## config.mk

```make
export PLATFORM = sky130hd
export DESIGN_NAME = multicycle_controller
export DESIGN_NICKNAME = d
export VERILOG_FILES = /design/src/rtl/multicycle_controller.sv
export SDC_FILE = /design/constraint.sdc
export NUM_CORES = 1
export LEC_CHECK = 0
export BUFFER_PORTS_ARGS = -buffer_cell sky130_fd_sc_hd__buf_2
export CAP_MARGIN = 20
export CORE_UTILIZATION = 55
export CTS_BUF_LIST = sky130_fd_sc_hd__clkbuf_4
export DETAILED_ROUTE_END_ITERATION = 8
export HOLD_SLACK_MARGIN = 0.15
export PLACE_DENSITY_LB_ADDON = 0.15
export SYNTH_ARGS = -nofsm -noshare
export SYNTH_HDL_FRONTEND = slang
export SYNTH_SLANG_ARGS = --single-unit
```

## constraint.sdc

```tcl
create_clock -name clk -period 2.65 [get_ports clk]
set_input_delay 0.53 -clock clk [delete_from_list [all_inputs] [get_ports clk]]
set_output_delay 0.53 -clock clk [all_outputs]
set_load 0.05 [all_outputs]
```

## src/rtl/multicycle_controller.sv

```systemverilog
// Multicycle RV32-style control FSM: sequences fetch/decode/execute/memory/
// writeback, drives datapath strobes and selects, flags illegal opcodes with a
// sticky trap and counts retired instructions (cycles with PCWrite).
module multicycle_controller (
    input  logic        clk,
    input  logic        reset,
    input  logic [6:0]  Opcode,
    input  logic        mem_ready,
    input  logic        branch_taken,
    output logic [1:0]  ALUOp,
    output logic        IRWrite,
    output logic        PCWrite,
    output logic        MemRead,
    output logic        MemWrite,
    output logic        RegWrite,
    output logic        ALUSrcA,
    output logic        ALUSrcB,
    output logic [1:0]  PCSel,
    output logic [1:0]  WBSel,
    output logic [3:0]  state,
    output logic        illegal,
    output logic [31:0] instret
);

    typedef enum logic [3:0] {
        FETCH  = 4'd0,
        DECODE = 4'd1,
        EXEC   = 4'd2,
        MEM    = 4'd3,
        WB     = 4'd4,
        BRANCH = 4'd5,
        JUMP   = 4'd6,
        TRAP   = 4'd7
    } state_t;

    localparam logic [6:0] OP_R     = 7'b0110011;
    localparam logic [6:0] OP_I     = 7'b0010011;
    localparam logic [6:0] OP_LOAD  = 7'b0000011;
    localparam logic [6:0] OP_STORE = 7'b0100011;
    localparam logic [6:0] OP_LUI   = 7'b0110111;
    localparam logic [6:0] OP_AUIPC = 7'b0010111;
    localparam logic [6:0] OP_BR    = 7'b1100011;
    localparam logic [6:0] OP_JAL   = 7'b1101111;
    localparam logic [6:0] OP_JALR  = 7'b1100111;

    state_t      state_q, state_d;
    logic [6:0]  opc_q, opc_d;
    logic        illegal_q;
    logic [31:0] instret_q;

    logic is_r, is_i, is_load, is_store, is_lui, is_auipc, is_br, is_jal, is_jalr;

    assign is_r     = (opc_q == OP_R);
    assign is_i     = (opc_q == OP_I);
    assign is_load  = (opc_q == OP_LOAD);
    assign is_store = (opc_q == OP_STORE);
    assign is_lui   = (opc_q == OP_LUI);
    assign is_auipc = (opc_q == OP_AUIPC);
    assign is_br    = (opc_q == OP_BR);
    assign is_jal   = (opc_q == OP_JAL);
    assign is_jalr  = (opc_q == OP_JALR);

    assign state   = state_q;
    assign illegal = illegal_q;
    assign instret = instret_q;

    // Next-state and strobe decode; everything is forced low while reset is held
    // so strobes drop the moment reset asserts, not at the next edge.
    always_comb begin
        state_d  = state_q;
        opc_d    = opc_q;
        ALUOp    = 2'b00;
        IRWrite  = 1'b0;
        PCWrite  = 1'b0;
        MemRead  = 1'b0;
        MemWrite = 1'b0;
        RegWrite = 1'b0;
        ALUSrcA  = 1'b0;
        ALUSrcB  = 1'b0;
        PCSel    = 2'b00;
        WBSel    = 2'b00;
        case (state_q)
            FETCH: begin
                MemRead = 1'b1;
                if (mem_ready) begin
                    IRWrite = 1'b1;
                    opc_d   = Opcode;
                    state_d = DECODE;
                end
            end
            DECODE: begin
                if (is_r || is_i || is_load || is_store || is_lui || is_auipc)
                    state_d = EXEC;
                else if (is_br)
                    state_d = BRANCH;
                else if (is_jal || is_jalr)
                    state_d = JUMP;
                else
                    state_d = TRAP;
            end
            EXEC: begin
                ALUOp   = is_r ? 2'b10 : (is_i ? 2'b11 : 2'b00);
                ALUSrcB = !is_r;
                ALUSrcA = is_auipc;
                state_d = (is_load || is_store) ? MEM : WB;
            end
            MEM: begin
                MemRead  = is_load;
                MemWrite = is_store;
                if (mem_ready) begin
                    if (is_store) begin
                        PCWrite = 1'b1;
                        state_d = FETCH;
                    end else begin
                        state_d = WB;
                    end
                end
            end
            WB: begin
                RegWrite = 1'b1;
                PCWrite  = 1'b1;
                WBSel    = is_load ? 2'b01 : (is_lui ? 2'b11 : 2'b00);
                state_d  = FETCH;
            end
            BRANCH: begin
                ALUOp   = 2'b01;
                PCWrite = 1'b1;
                PCSel   = branch_taken ? 2'b01 : 2'b00;
                state_d = FETCH;
            end
            JUMP: begin
                RegWrite = 1'b1;
                WBSel    = 2'b10;
                PCWrite  = 1'b1;
                PCSel    = is_jalr ? 2'b11 : 2'b10;
                state_d  = FETCH;
            end
            TRAP:    state_d = TRAP;
            default: state_d = TRAP;
        endcase
        if (!reset) begin
            ALUOp    = 2'b00;
            IRWrite  = 1'b0;
            PCWrite  = 1'b0;
            MemRead  = 1'b0;
            MemWrite = 1'b0;
            RegWrite = 1'b0;
            ALUSrcA  = 1'b0;
            ALUSrcB  = 1'b0;
            PCSel    = 2'b00;
            WBSel    = 2'b00;
        end
    end

    // State, latched opcode, sticky trap flag and retired-instruction counter.
    always_ff @(posedge clk or negedge reset) begin
        if (!reset) begin
            state_q   <= FETCH;
            opc_q     <= '0;
            illegal_q <= 1'b0;
            instret_q <= '0;
        end else begin
            state_q   <= state_d;
            opc_q     <= opc_d;
            illegal_q <= illegal_q | (state_d == TRAP);
            instret_q <= instret_q + {31'd0, PCWrite};
        end
    end

endmodule

```

Word level (Yosys, flattened, before mapping)
Index checks and enable logic that the tools add are counted.
Widths: inputs -> output; s select.
Cells by class
  magnitude comparators: 0
  $mul: 0
  equality and inequality tests: 16
  shift operators: 0
  bitwise operators: 1
  add/subtract/negate cells: 1
  reductions and logical operators: 12
  divide/modulo/power cells: 0
  mux-type cells: 37
Operators with widths (count)
  $add 32x1->32: 1
  $eq 7x6->1 const B: 3
  $eq 7x7->1 const B: 3
  $pmux 4 s5: 1
  $mux 1: 18
  $eq 4x3->1 const B: 4
  $mux 2: 8
  $eq 7x5->1 const B: 2
  $pmux 2 s2: 3
  $mux 3: 3
  $eq 4x2->1 const B: 2
  $mux 4: 2
  $eq 7x2->1 const B: 1
  $logic_or 1x1->1: 7
  $eq 4x1->1 const B: 1
  $logic_not 4->1: 1
  $pmux 1 s2: 2
  $reduce_or 3->1: 1
  $reduce_and 2->1: 1
  $reduce_or 2->1: 1
  $logic_not 1->1: 1
  $or 1x1->1: 1
Storage, ports and cells
  word-level logic and storage cells: 71
  RAM bits: 0
  memories: 0
  output and inout port bits: 50
  ROM bits: 0
  latch bits: 0
  flip-flop bits (word level): 44
  input port bits: 11

Logic depth before layout (Yosys ltp)
  word-level depth: 10
  depth in mapped cells: 10

Least setup slack after synthesis
OpenSTA, ideal clock, no wires.
  path type: register to output
  start point: register state_q[2] (netlist: state[2])
  end point: output port WBSel[1]
  arrival time: 2.925 ns
  setup slack: -0.805 ns
  cell stages (with the launch flop): 5
  data required time: 2.120 ns
  path buffers: 1
  path through: dfrtp_1 -> buf_2 -> nand3b_1 -> nor2_1 -> a21boi_0
Between the ends
  word-level cells in the longest chain between the ends: 3
Ends and longest elaborated chain
  start: declaration: line 46  | state_t state_q, state_d;
  start signal: assignment: line 163  | state_q <= state_d;
  $eq 4x3->1: line 82  | case (state_q)
  $pmux 2 s2 *: line 82
  $mux 2 *: line 141  | if (!reset) begin
  end: declaration: line 19  | output logic [1:0] WBSel,
Mark *: on every way between the ends. The rest lies on a longest branch, timed or not.

Worst setup path after layout
  start point: input port reset
  end point: output port WBSel[0]
Between the ends
  word-level cells in the longest chain between the ends: 1
Ends and longest elaborated chain
  start: declaration: line 6  | input logic reset,
  $mux 2: line 141
No other way between the ends.

==> metrics.cfg <==
[grt]
gr-usage-all-layers_pct = 23.4
grt-busiest-layer = met2
overflow = 0
met1_usage_pct = 29.0
groute.layer.met3.usage_pct = 5.24
grt_first_pass_wirelength_um = 7710
antenna_found_initial = 0
grt_pass1_vias = 1708
grt_max_degree = 41
grt_use_met2_pct = 38.9

[floorplanning]
die-area_mm2 = 0.00451
fp-row-count = 23
io_pins = 61
die_w_um = 67.2
die_h_um = 67.2
coreArea_mm2 = 0.00403
start_util_pct = 58.0

[setup_path]
crit_buf_inv = 4
cp_data_arrival_time_ns = 2.02
crit_path_frequent_cell = buf_2
r2r_start = opc_q[2]
cp_max_fo = 9
crit_slowest_cell = dlygate4sd3_1
r2r_setup_slack_ns = 0.19
crit_path_end_kind = primary output
worst_ep_required_time_ns = 2.12
crit_chain = dlygate4sd3_1 -> buf_2 -> buf_4 -> nand3b_1 -> nor2_2 -> and3_1 -> buf_2
cp_top_family = buffers and inverters
critPathLaunchType = primary input
crit_type = in2out
critPathMaxStageDelay_ns = 0.53
ff2ff_path_depth = 9
worst_r2r_endpoint = instret[28]

[synth]
synthesis.nets = 230
avgSynthCellArea_um2 = 10.8
async_flop_share_pct = 100
seq_area_frac_synth_pct = 47.2
ys_warn_count = 0
netlist_instances = 217
netlist_area_mm2 = 0.00233
synth_cell_types = 45
ys_ff_latch = 44
synth-edff-count = 0
synth_ff_type = dfrtp_1

[timing]
fmax_ghz = 0.392
slew_viol_final = 0
fin_skew_ns = 0.00804
grt_setup_unrepaired = false
period_share_pct = 96.2
hold_viol = 0
fin_crit_ns = 2.55
setup_viol = 0

[placement]
hpwl_um = 3510
portBuffers = 60
place_congestion = 0.877
place_area_mm2 = 0.00271

[finish]
final_cell_mix = buf_2 (58), dfrtp_1 (41), nand2_1 (17), xor2_1 (16)
diodes = 0
final_common_cell = buf_2
fin_nets = 296
fillerInstances = 316
syn_to_final_growth_pct = 20.4
finalCoreUtilization_pct = 69.8
design_area_mm2 = 0.00281
drive_above_1_share_pct = 37.7

[worst_hold_path]
worstHoldPathType = in2reg
min_to = opc_q[5]
worstHoldStart = Opcode[5]
min_path_cells = 2

[power]
peakVddDrop_v = 0.000370
p_per_area_mw_per_mm2 = 599
power_leakage_uw = 0.00143

[clock_network]
clkTransAtPathRegs_ns = 0.13
clockBufferDepth = 2
cts_tree = done
numCtsBuffers = 5
cts-htree-levels = 2
cts_sinks = 44
worstSkewPairLatency_ns = 0.36
ctsRootBufferMaster = clkbuf_4
cts_setup_buffers = 0

[route]
routed_wl_um = 4830
vias = 1874
ant_nets = 0
drt_iter0_drc = 60
viasPerCell = 5.61
post_drt_wl_per_cell_um = 14.5
drc_errors = 0
dr.pass1.iters = 4

[outcome]
status = complete, no violations

[flow_run]
maxCapViolCount = 0

worst max-delay path by stage:
stage               startpoint          end  slack, ns  cells past startpoint
CTS                   opc_q[6]     ALUOp[0]       0.05                      5
detailed placement    opc_q[2]  instret[18]       0.21                      9
finish                   reset     WBSel[0]       0.10                      7
global route          opc_q[2]  instret[12]      0.003                     10
global placement      opc_q[2]  instret[28]       0.31                      9
floorplan             opc_q[2]  instret[15]      -0.02                      9
power breakdown:
part           internal, uW  switching (uW)  total (uW)  leakage (uW)
Clock                   208             215         423     0.0000456
Sequential              738            99.4         838      0.000574
Combinational           136             287         423      0.000809
Total                  1080             601        1680       0.00143
final cells by class:
| class | instances | area, um2 | share of cell area (%) |
|---|---|---|---|
| Inverter | 6 | 22.5 | 0.801 |
| Clock inverter | 2 | 35.0 | 1.25 |
| Timing Repair Buffer | 66 | 353 | 12.6 |
| Tap cell | 50 | 62.6 | 2.23 |
| Clock buffer | 6 | 45.0 | 1.60 |
| Multi-Input combinational cell | 160 | 1190 | 42.3 |
| Sequential cell | 44 | 1100 | 39.3 |
metrics by stage:
step           std cells  hold slack, ns  setup TNS, ns  setup slack (ns)  power, uW
5_1_grt              334           0.379              0           0.00344       1770
6_report             334           0.398              0             0.102       1680
2_1_floorplan        217           0.234        -0.0155           -0.0155       1160
4_1_cts              334           0.376              0            0.0472       1700
3_3_place_gp         325           0.450              0             0.310       1270
3_5_place_dp         325           0.454              0             0.209       1270
cells by family (layout without fill, tap and decap cells):
logic type      Yosys count  after routing  share of synthesized area [%]
simple gates            107            107                           29.9
flops                    44             44                           47.2
xor+xnor                 30             30                           11.3
buf+inv                  13             80                           3.05
compound gates           12             12                           3.54
mux                       8              8                           3.86
fa+ha+maj                 2              2                           1.07
other cells               1              1                          0.161
sequential cells by signal, indices dropped and copies added, names as in the netlist:
signal and count:
state 4, instret 32, opc_q 7, illegal 1
metal layers:
layer	wire length, um	vias up
met4	85	0
li1	-	907
met1	2110	910
met5	0	-
met3	231	8
met2	2400	49
what timing repair did:
item | in CTS | in global routing
pin swaps | 0 | 1
hold endpoints to repair | 4 | 0
resized for setup | 1 | 3
setup endpoints to repair | 1 | 3
hold buffers | 1 | 0
synthesized netlist by cell type, drive strengths merged (2+ instances only):
| master | n | area share [%] |
|---|---|---|
| xnor2 | 14 | 5.3 |
| nand4 | 9 | 3.1 |
| a21oi | 5 | 1.1 |
| and4b | 3 | 1.3 |
| nor4 | 10 | 4.8 |
| inv | 6 | 0.96 |
| nand2 | 17 | 2.7 |
| mux2 | 8 | 3.9 |
| nand3 | 15 | 3.6 |
| or4 | 2 | 0.80 |
| ha | 2 | 1.1 |
| nor2b | 4 | 1.1 |
| buf | 6 | 1.9 |
| nand2b | 5 | 1.3 |
| nand3b | 3 | 0.96 |
| or3 | 2 | 0.75 |
| nor2 | 15 | 2.4 |
| nor3 | 8 | 1.9 |
| dfrtp | 44 | 47 |
| and2 | 3 | 0.86 |
| and3 | 5 | 1.3 |
| xor2 | 16 | 6.0 |
| a31oi | 2 | 0.54 |
Power figures use the tool's default switching activity.
